[src/rtl/bus_pkg.sv]
// Shared bus definitions: default bus geometry and split-controller types.
package bus_pkg;
    localparam int N_MST = 2;
    localparam int N_SLV = 3;

    typedef enum logic [1:0] {S_IDLE, S_REQ, S_WAIT} split_state_t;
    typedef logic [$clog2(N_SLV)-1:0] slv_idx_t;
endpackage

[src/rtl/split_entry.sv]
// One split-table entry: remembers which slave split a master, whether that
// slave has signalled ready, and how long the entry has been waiting.
module split_entry #(
    parameter int N_SLV   = 3,
    parameter int SLV_W   = 2,
    parameter int TIMEOUT = 256
) (
    input  logic             CLK,
    input  logic             RST,
    input  logic             cap,
    input  logic             clr,
    input  logic [SLV_W-1:0] slv_sel,
    input  logic [N_SLV-1:0] spl_ready,
    output logic             valid,
    output logic             valid_nxt,
    output logic             rdy,
    output logic             tmo
);
    localparam int CNT_W = $clog2(TIMEOUT);

    logic [SLV_W-1:0] slv;
    logic [CNT_W-1:0] cnt;
    logic [CNT_W-1:0] cnt_nxt;
    logic             rdy_nxt;
    logic             hit;
    logic             waiting;

    always_comb begin
        hit = 1'b0;
        for (int s = 0; s < N_SLV; s++) begin
            if (spl_ready[s] && (slv == SLV_W'(s))) hit = 1'b1;
        end
        hit     = hit && valid;
        waiting = valid && !rdy && !hit;
        // Expire on the edge where the count would reach TIMEOUT-1, so the
        // error pulse lands exactly TIMEOUT cycles after capture.
        tmo       = waiting && !cap && (cnt == CNT_W'(TIMEOUT - 2));
        valid_nxt = valid;
        rdy_nxt   = rdy | hit;
        cnt_nxt   = waiting ? cnt + 1'b1 : cnt;
        if (cap) begin
            valid_nxt = 1'b1;
            rdy_nxt   = 1'b0;
            cnt_nxt   = '0;
        end else if (clr || tmo) begin
            valid_nxt = 1'b0;
            rdy_nxt   = 1'b0;
            cnt_nxt   = '0;
        end
    end

    always_ff @(posedge CLK) begin
        if (RST) begin
            valid <= 1'b0;
            rdy   <= 1'b0;
            cnt   <= '0;
        end else begin
            valid <= valid_nxt;
            rdy   <= rdy_nxt;
            cnt   <= cnt_nxt;
        end
    end

    // The slave index is only meaningful while valid, so it needs no reset.
    always_ff @(posedge CLK) begin
        if (cap) slv <= slv_sel;
    end
endmodule

[src/rtl/bus_split_ctrl.sv]
// Split-transaction controller: masks split masters from arbitration, requests
// a resume grant once their slave is ready and aborts splits that time out.
module bus_split_ctrl
    import bus_pkg::*;
#(
    parameter int N_MST   = bus_pkg::N_MST,
    parameter int N_SLV   = bus_pkg::N_SLV,
    parameter int TIMEOUT = 256
) (
    input  logic                     CLK,
    input  logic                     RST,
    input  logic [N_MST-1:0]         B_GRANT,
    input  logic [$clog2(N_SLV)-1:0] B_SLV_SEL,
    input  logic                     B_SPLIT,
    input  logic                     B_UTIL,
    input  logic                     B_DONE,
    input  logic [N_SLV-1:0]         SPL_READY,
    output logic [N_MST-1:0]         SPL_MASK,
    output logic [N_MST-1:0]         SPL_RES_REQ,
    output logic                     B_SPL_RESUME,
    output logic                     SPL_BUSY,
    output logic                     SPL_ERR,
    output logic [N_MST-1:0]         SPL_ERR_MST
);
    localparam int SLV_W = $clog2(N_SLV);
    localparam int MST_W = (N_MST > 1) ? $clog2(N_MST) : 1;

    function automatic logic [N_MST-1:0] onehot(input logic [MST_W-1:0] idx);
        return N_MST'(1) << idx;
    endfunction

    function automatic logic [MST_W-1:0] lowest(input logic [N_MST-1:0] v);
        lowest = '0;
        for (int i = N_MST - 1; i >= 0; i--) begin
            if (v[i]) lowest = MST_W'(i);
        end
    endfunction

    split_state_t     state;
    split_state_t     state_nxt;
    logic [MST_W-1:0] sel;
    logic [MST_W-1:0] sel_nxt;
    logic [N_MST-1:0] valid;
    logic [N_MST-1:0] valid_nxt;
    logic [N_MST-1:0] rdy;
    logic [N_MST-1:0] tmo;
    logic [N_MST-1:0] cap;
    logic [N_MST-1:0] clr;
    logic [N_MST-1:0] cand;
    logic             grant_ok;
    logic             rearm;
    logic             resume_nxt;
    logic             in_resume;

    assign grant_ok  = (B_GRANT != '0) && ((B_GRANT & (B_GRANT - 1'b1)) == '0);
    assign cap       = (B_SPLIT && grant_ok) ? B_GRANT : '0;
    // A master being re-split this cycle is not a resume candidate.
    assign cand      = valid & rdy & ~cap;
    assign rearm     = (cap & onehot(sel)) != '0;
    assign in_resume = (state == S_REQ) || (state == S_WAIT);
    assign SPL_MASK  = valid & ~(in_resume ? onehot(sel) : '0);

    for (genvar m = 0; m < N_MST; m++) begin : g_entry
        split_entry #(
            .N_SLV  (N_SLV),
            .SLV_W  (SLV_W),
            .TIMEOUT(TIMEOUT)
        ) u_entry (
            .CLK      (CLK),
            .RST      (RST),
            .cap      (cap[m]),
            .clr      (clr[m]),
            .slv_sel  (B_SLV_SEL),
            .spl_ready(SPL_READY),
            .valid    (valid[m]),
            .valid_nxt(valid_nxt[m]),
            .rdy      (rdy[m]),
            .tmo      (tmo[m])
        );
    end

    always_comb begin
        state_nxt  = state;
        sel_nxt    = sel;
        resume_nxt = 1'b0;
        clr        = '0;
        case (state)
            S_IDLE: begin
                if ((cand != '0) && !B_UTIL) begin
                    state_nxt = S_REQ;
                    sel_nxt   = lowest(cand);
                end
            end
            S_REQ: begin
                if (rearm) begin
                    state_nxt = S_IDLE;
                end else if (B_GRANT == onehot(sel)) begin
                    state_nxt  = S_WAIT;
                    resume_nxt = 1'b1;
                end
            end
            S_WAIT: begin
                if (rearm) begin
                    state_nxt = S_IDLE;
                end else if (B_DONE) begin
                    clr       = onehot(sel);
                    state_nxt = S_IDLE;
                end
            end
            default: state_nxt = S_IDLE;
        endcase
    end

    always_ff @(posedge CLK) begin
        if (RST) begin
            state        <= S_IDLE;
            sel          <= '0;
            SPL_RES_REQ  <= '0;
            B_SPL_RESUME <= 1'b0;
            SPL_BUSY     <= 1'b0;
            SPL_ERR      <= 1'b0;
            SPL_ERR_MST  <= '0;
        end else begin
            state        <= state_nxt;
            sel          <= sel_nxt;
            SPL_RES_REQ  <= (state_nxt == S_REQ) ? onehot(sel_nxt) : '0;
            B_SPL_RESUME <= resume_nxt;
            SPL_BUSY     <= |valid_nxt;
            SPL_ERR      <= |tmo;
            if (tmo != '0) SPL_ERR_MST <= onehot(lowest(tmo));
        end
    end
endmodule

[config.mk]
export PLATFORM = sky130hd
export DESIGN_NAME = bus_split_ctrl
export DESIGN_NICKNAME = d
export VERILOG_FILES = /design/src/rtl/bus_pkg.sv /design/src/rtl/split_entry.sv /design/src/rtl/bus_split_ctrl.sv
export SDC_FILE = /design/constraint.sdc
export NUM_CORES = 1
export LEC_CHECK = 0
export BUFFER_PORTS_ARGS = -buffer_cell sky130_fd_sc_hd__buf_2
export CAP_MARGIN = 20
export CORE_MARGIN = 8
export CORE_UTILIZATION = 45
export DETAILED_ROUTE_END_ITERATION = 8
export PLACE_DENSITY = 0.75
export SLEW_MARGIN = 10
export SYNTH_ARGS = -nofsm -noshare
export SYNTH_HDL_FRONTEND = slang
export SYNTH_SLANG_ARGS = --single-unit
[constraint.sdc]
create_clock -name CLK -period 1.7 [get_ports CLK]
set_clock_uncertainty 0.05 [all_clocks]
set_input_delay 0.085 -clock CLK [delete_from_list [all_inputs] [get_ports CLK]]
set_output_delay 0.085 -clock CLK [all_outputs]
set_load 0.02 [all_outputs]
After elaboration in Yosys (flattened, before gate mapping):

Index checks and enable logic that the tools add are counted.

* $add $sub $neg: 3
* bitwise operators: 11
* multiplexer cells: 30
* reduce and logical (&&, ||, !) cells: 43
* shift operators: 3
* equality and inequality tests: 10

Operators with widths (count)
* two-way mux 2 bit: 10
* logical AND 1 bit: 19
* two-way mux 1 bit: 19
* adder 8 x 1 -> 8 bit, second input constant: 2
* equality test 8 bit, second input constant: 2
* AND 2 bit: 5
* OR reduction 3 bit: 3
* equality test 2 x 1 -> 1 bit, second input constant: 4
* logical NOT 2 bit: 4
* nonzero test 2 bit: 4
* logical NOT 1 bit: 7
* equality test 2 bit, second input constant: 3
* one-hot mux 2 bit (3 select lines): 1
* OR reduction 2 bit: 3
* left shift 1 x 1 -> 2 bit, first input constant: 3
* NOT 2 bit: 2
* logical OR 1 bit: 3
* equality test 2 bit: 1
* NOT 1 bit: 2
* bitwise OR 1 bit: 2
* subtractor 2 x 1 -> 2 bit, second input constant: 1

* register bits after elaboration: 34
* word-level logic and storage cells: 115

Longest topological paths before layout:

* word-level depth: 15
* gate-level depth with buffers: 7
* gate-level depth less buffers: 7

Modules after synthesis:

A second synthesis with hierarchy kept.

* cells, all modules: 195
* area, all modules: 1754.2 um^2

Modules (own cells, without submodules)
* split_entry: cells each 65, sequential area each 260.2 um^2, area each 588.1 um^2, times used 2
* bus_split_ctrl: cells each 65, sequential area each 200.2 um^2, area each 578.1 um^2, times used 1

Least setup slack after synthesis:

No wires, ideal clock.

* path type: flip-flop to flip-flop
* start point: register g_entry[0].u_entry.slv[0]
* end point: register g_entry[0].u_entry.cnt[1]
* buffers on the path: 0
* clock period less this slack: 1.771 ns
* library setup time: 0.143 ns
* required time: 1.507 ns
* cell stages (with the launch flop): 6
* slack: -0.071 ns
* arrival: 1.578 ns
* path through: edfxtp_1 > mux2_4 > a221o_2 > nand4b_1 > nand3_1 > a211oi_1

* longest elaborated chain between the ends: 12
* elaborated cells between the ends (all ways): 16

Ends and longest elaborated chain
* start, declared: line split_entry.sv:21 `logic [SLV_W-1:0] slv;`
* start signal, assigned: line split_entry.sv:66 `if (cap) slv <= slv_sel;`
* logical NOT 2 bit: line split_entry.sv:31 `if (spl_ready[s] && (slv == SLV_W'(s))) hit = 1'b1;`
* logical AND 1 bit: line split_entry.sv:31
* two-way mux 1 bit (2 in series): line split_entry.sv:31
* two-way mux 1 bit (*): line split_entry.sv:31
* logical AND 1 bit (*): line split_entry.sv:33 `hit = hit && valid;`
* logical NOT 1 bit (*): line split_entry.sv:34 `waiting = valid && !rdy && !hit;`
* logical AND 1 bit (*): line split_entry.sv:34
* logical AND 1 bit (2 in series): line split_entry.sv:37 `tmo = waiting && !cap && (cnt == CNT_W'(TIMEOUT - 2));`
* logical OR 1 bit: line split_entry.sv:45 `end else if (clr || tmo) begin`
* OR reduction 3 bit (no source line)
* end signal, assigned: line split_entry.sv:60 `cnt <= cnt_nxt;`
* end, declared: line split_entry.sv:22 `logic [CNT_W-1:0] cnt;`

Every way passes the cells marked *; elsewhere a longest branch is shown, timed or not.
A chain may end at the register's enable or synchronous reset.

Worst setup path in the final report:

* start point: register g_entry[0].u_entry.slv[0]
* end point: register SPL_ERR_MST[1]

* longest elaborated chain between the ends: 14
* elaborated cells between the ends (all ways): 19

Ends and longest elaborated chain
* logical NOT 2 bit: line split_entry.sv:31
* logical AND 1 bit: line split_entry.sv:31
* two-way mux 1 bit (2 in series): line split_entry.sv:31
* two-way mux 1 bit (*): line split_entry.sv:31
* logical AND 1 bit (*): line split_entry.sv:33
* logical NOT 1 bit (*): line split_entry.sv:34
* logical AND 1 bit (*): line split_entry.sv:34
* logical AND 1 bit (*) (2 in series): line split_entry.sv:37
* two-way mux 1 bit: line bus_split_ctrl.sv:35 `if (v[i]) lowest = MST_W'(i);`
* two-way mux 1 bit: line bus_split_ctrl.sv:130 `if (tmo != '0) SPL_ERR_MST <= onehot(lowest(tmo));`
* two-way mux 1 bit: line bus_split_ctrl.sv:115 `if (RST) begin`
* left shift 1 x 1 -> 2 bit: line bus_split_ctrl.sv:29 `return N_MST'(1) << idx;`
* end signal, assigned: line bus_split_ctrl.sv:130
* end, declared: line bus_split_ctrl.sv:23 `output logic [N_MST-1:0] SPL_ERR_MST`

Every way passes the cells marked *; elsewhere a longest branch is shown, timed or not. The select of a mux whose other input is x is not followed.

==> metrics.txt <==
final-layout worst hold slack=36.8 ps; routed via count=1343; total global-route track usage=11.9%; clock latency on the worst-skew pair=330 ps; cell total after placement=252; worst relative slew slack=75.8%; number of H-tree levels=2; I/O pin total=21; largest cells by area after synthesis=dfxtp_1, edfxtp_1, ha_1; Non-Filler Cell Area, Final=between 2000 and 2500 µm²; global-route wire length before repair=5730 µm; DRC violation count after routing=0; worst min-delay path class=in -> reg; actual slew at the worst max-slew pin=360 ps; GR Util met3=under 10%; placeable core area=3580 µm²; total power per unit cell area=709 nW/µm²; cell leakage power=between 0.0008 and 0.0009 µW; Peak Freq=551 MHz; number of antenna violations at the first check in global routing=0; via/cell ratio=5.07; data arrival time of the critical path=roughly 2000 ps; critical path launch point type=flop; total nets after synthesis=194; number of register bits inferred by synthesis=34; status=finished with violations; proportion of netlist area held by the largest area contributor=37.0%; minimum clock period after layout=1810 ps; TritonCTS clock tree=yes; required time worst endpoint=between 1500 and 2000 ps; number of warning messages in the yosys log=0; violations in the final reports=negative setup slack; Clock Tree Buf Depth=2; setup repair after global routing missed its margin=true; buffers added on ports=20; pin count of the biggest net entering global routing=13; number of global-route vias before repair=between 1000 and 1500; Antenna Nets Post-Route=0; maximum VDD drop=0.315 mV; number of filler instances in the final layout=approximately 330; count of mapped cells out of synthesis=174; global routing usage on met2=19.1%; Syn-to-layout area delta=25.3%; HPWL Detailed=2440 µm; starting utilization of the core area=45.4%; violation count after the first detailed-route iteration=76; Hold Fails Final Rpt=0; most crowded layer after global routing=met2; final wirelength=3240 µm; sequential-to-total area share from yosys stat=roughly 44%; root cell of the clock tree=clkbuf_4; endpoint class of the critical path=flop; Sink Count=34; crit-path max FO=3; die height=76.1 µm; met1 routing resource usage after global routing=between 10% and 20%; final critical-path share of the clock period=107%; Non-Filler Instances=265; Rows=22; DR pass1 iterations=4; layout cells sized above 1=28.6%; mean post-synth cell area=9.34 µm²; area post-placement=1880 µm²; final weighted congestion in routability-driven placement=0.781; # diodes=0; classification of the worst setup path=reg -> reg; clock-pin slew on the worst setup and hold paths=100 ps; number of setup violations in the final report=15; die area=5790 µm²; leading area contributor after synthesis=dfxtp_1; smallest setup slack after layout=-114 ps; die span in x=76.1 µm; number of maximum-capacitance violations=0; nets@finish=about 240; Inserted Clock Buffers=5; count of final max-slew check failures=0; Synth Cell Area=between 1500 and 2000 µm²; global-route congestion overflow total=0; Yosys cell types=38; Routed WL per cell=12.2 µm; Setup Total Neg Slack=-959 ps
## cells in the final DEF (no fill, tap or decap), types with 6 or more instances in the layout
master,netlist,layout
nand3_1,10,8
xor2_1,11,11
inv_1,13,12
and3_1,8,8
nand2_1,6,6
ha_1,8,7
nand4_1,10,10
nor2_1,18,18
dfxtp_1,30,29
buf_2,2,20
buf_4,0,17
## path summary, 6_finish.rpt
| check | start | endpoint | slack [ps] | cells after the start |
|---|---|---|---|---|
| min reg2reg | SPL_ERR_MST[1] | SPL_ERR_MST[1] | 400 | 2 |
| max | g_entry[0].u_entry.slv[0] | SPL_ERR_MST[1] | -110 | 6 |
| min | RST | sel | 40 | 2 |
| max reg2reg | g_entry[0].u_entry.slv[0] | SPL_ERR_MST[1] | -110 | 6 |
## kinds of logic (layout without fill, tap and decap cells)
kind of cell	after synthesis	after routing	share of synthesized area, %
AO/OA/AOI/OAI	28	28	12.9
XOR/XNOR	13	13	7.01
flip-flops	34	34	44.3
buffers and inverters	17	60	4.08
adder cells (fa/ha/maj)	8	8	6.16
multiplexers	2	2	1.62
AND/OR/NAND/NOR	72	72	23.9
## through the flow
step	utilization (%)	total power [µW]	worst slack, ps
floorplan	-	928	-16.3
global placement	52.5	983	-58.8
detailed placement	52.5	987	-111
CTS	55.3	1460	-124
global route	56.9	1520	-180
finish	56.9	1440	-114
## synthesized netlist by cell type
| cell type | n |
|---|---|
| and3b_2 | 1 |
| or3_1 | 1 |
| a311oi_1 | 1 |
| nand2_1 | 6 |
| and3_1 | 8 |
| dfxtp_1 | 30 |
| nor3_1 | 2 |
| buf_2 | 2 |
| o2bb2ai_1 | 1 |
| a21boi_0 | 1 |
| a32oi_1 | 1 |
| edfxtp_1 | 4 |
| nor2_1 | 18 |
| nor2b_1 | 6 |
| mux2_2 | 1 |
| nand3_1 | 10 |
| a221oi_1 | 1 |
| a21o_1 | 1 |
| o21ai_0 | 6 |
| xnor2_1 | 2 |
| a21oi_1 | 7 |
| a31oi_1 | 3 |
| clkbuf_1 | 2 |
| nor3b_1 | 1 |
| a221o_2 | 1 |
| o211ai_1 | 1 |
| mux2_4 | 1 |
| a211oi_1 | 2 |
| nand2b_1 | 2 |
| nand3b_1 | 4 |
| and2_1 | 2 |
| a2111oi_4 | 1 |
| inv_1 | 13 |
| xor2_1 | 11 |
| ha_1 | 8 |
| a221oi_2 | 1 |
| nand4_1 | 10 |
| nand4b_1 | 1 |
## registers in the layout, summed over array words and instances, names as in the netlist
name and cells:
B_SPL_RESUME 1, SPL_BUSY 1, SPL_ERR 1, SPL_ERR_MST 2, SPL_RES_REQ 2, g_entry.u_entry.cnt 16, g_entry.u_entry.rdy 2, g_entry.u_entry.slv 4
g_entry.u_entry.valid 2, sel 1, state 2
## power by group
group / leakage, µW / total (µW) / switching, µW / internal, µW
Clock: 0.0000353 / 466 / 265 / 200
Combinational: 0.000554 / 141 / 75.3 / 65.4
Sequential: 0.000280 / 837 / 11.1 / 826
## critical path, cell delays in order (launching register included)
cell and delay [ps]:
edfxtp_1 410, mux2_4 340, a221o_2 350, nand4b_1 260
buf_4 210, nand2b_4 60, a21oi_1 40
## routing by layer
| layer | wire length, µm | up-vias |
|---|---|---|
| li1 | - | 705 |
| met4 | 63 | 0 |
| met5 | 0 | - |
| met3 | 186 | 5 |
| met1 | 1510 | 606 |
| met2 | 1470 | 27 |
## final cells by class
cell class	count	area, µm²	area share (%)
multi-input combinational	123	898	44.1
clock inverter	1	5.00	0.246
sequential	34	722	35.4
inverter	13	48.8	2.40
tap	48	60.1	2.95
timing repair buffer	39	248	12.2
clock buffer	7	55.1	2.70
## what timing repair did
action                                 in CTS  in global routing
setup endpoints to repair                  23                 26
resized for setup                           3                 12
pin swaps                                   3                  9
endpoints found under the hold margin       4                  0
hold buffers                                2                  0
setup buffers                               2                  1
(Power assumes the default switching activity.)
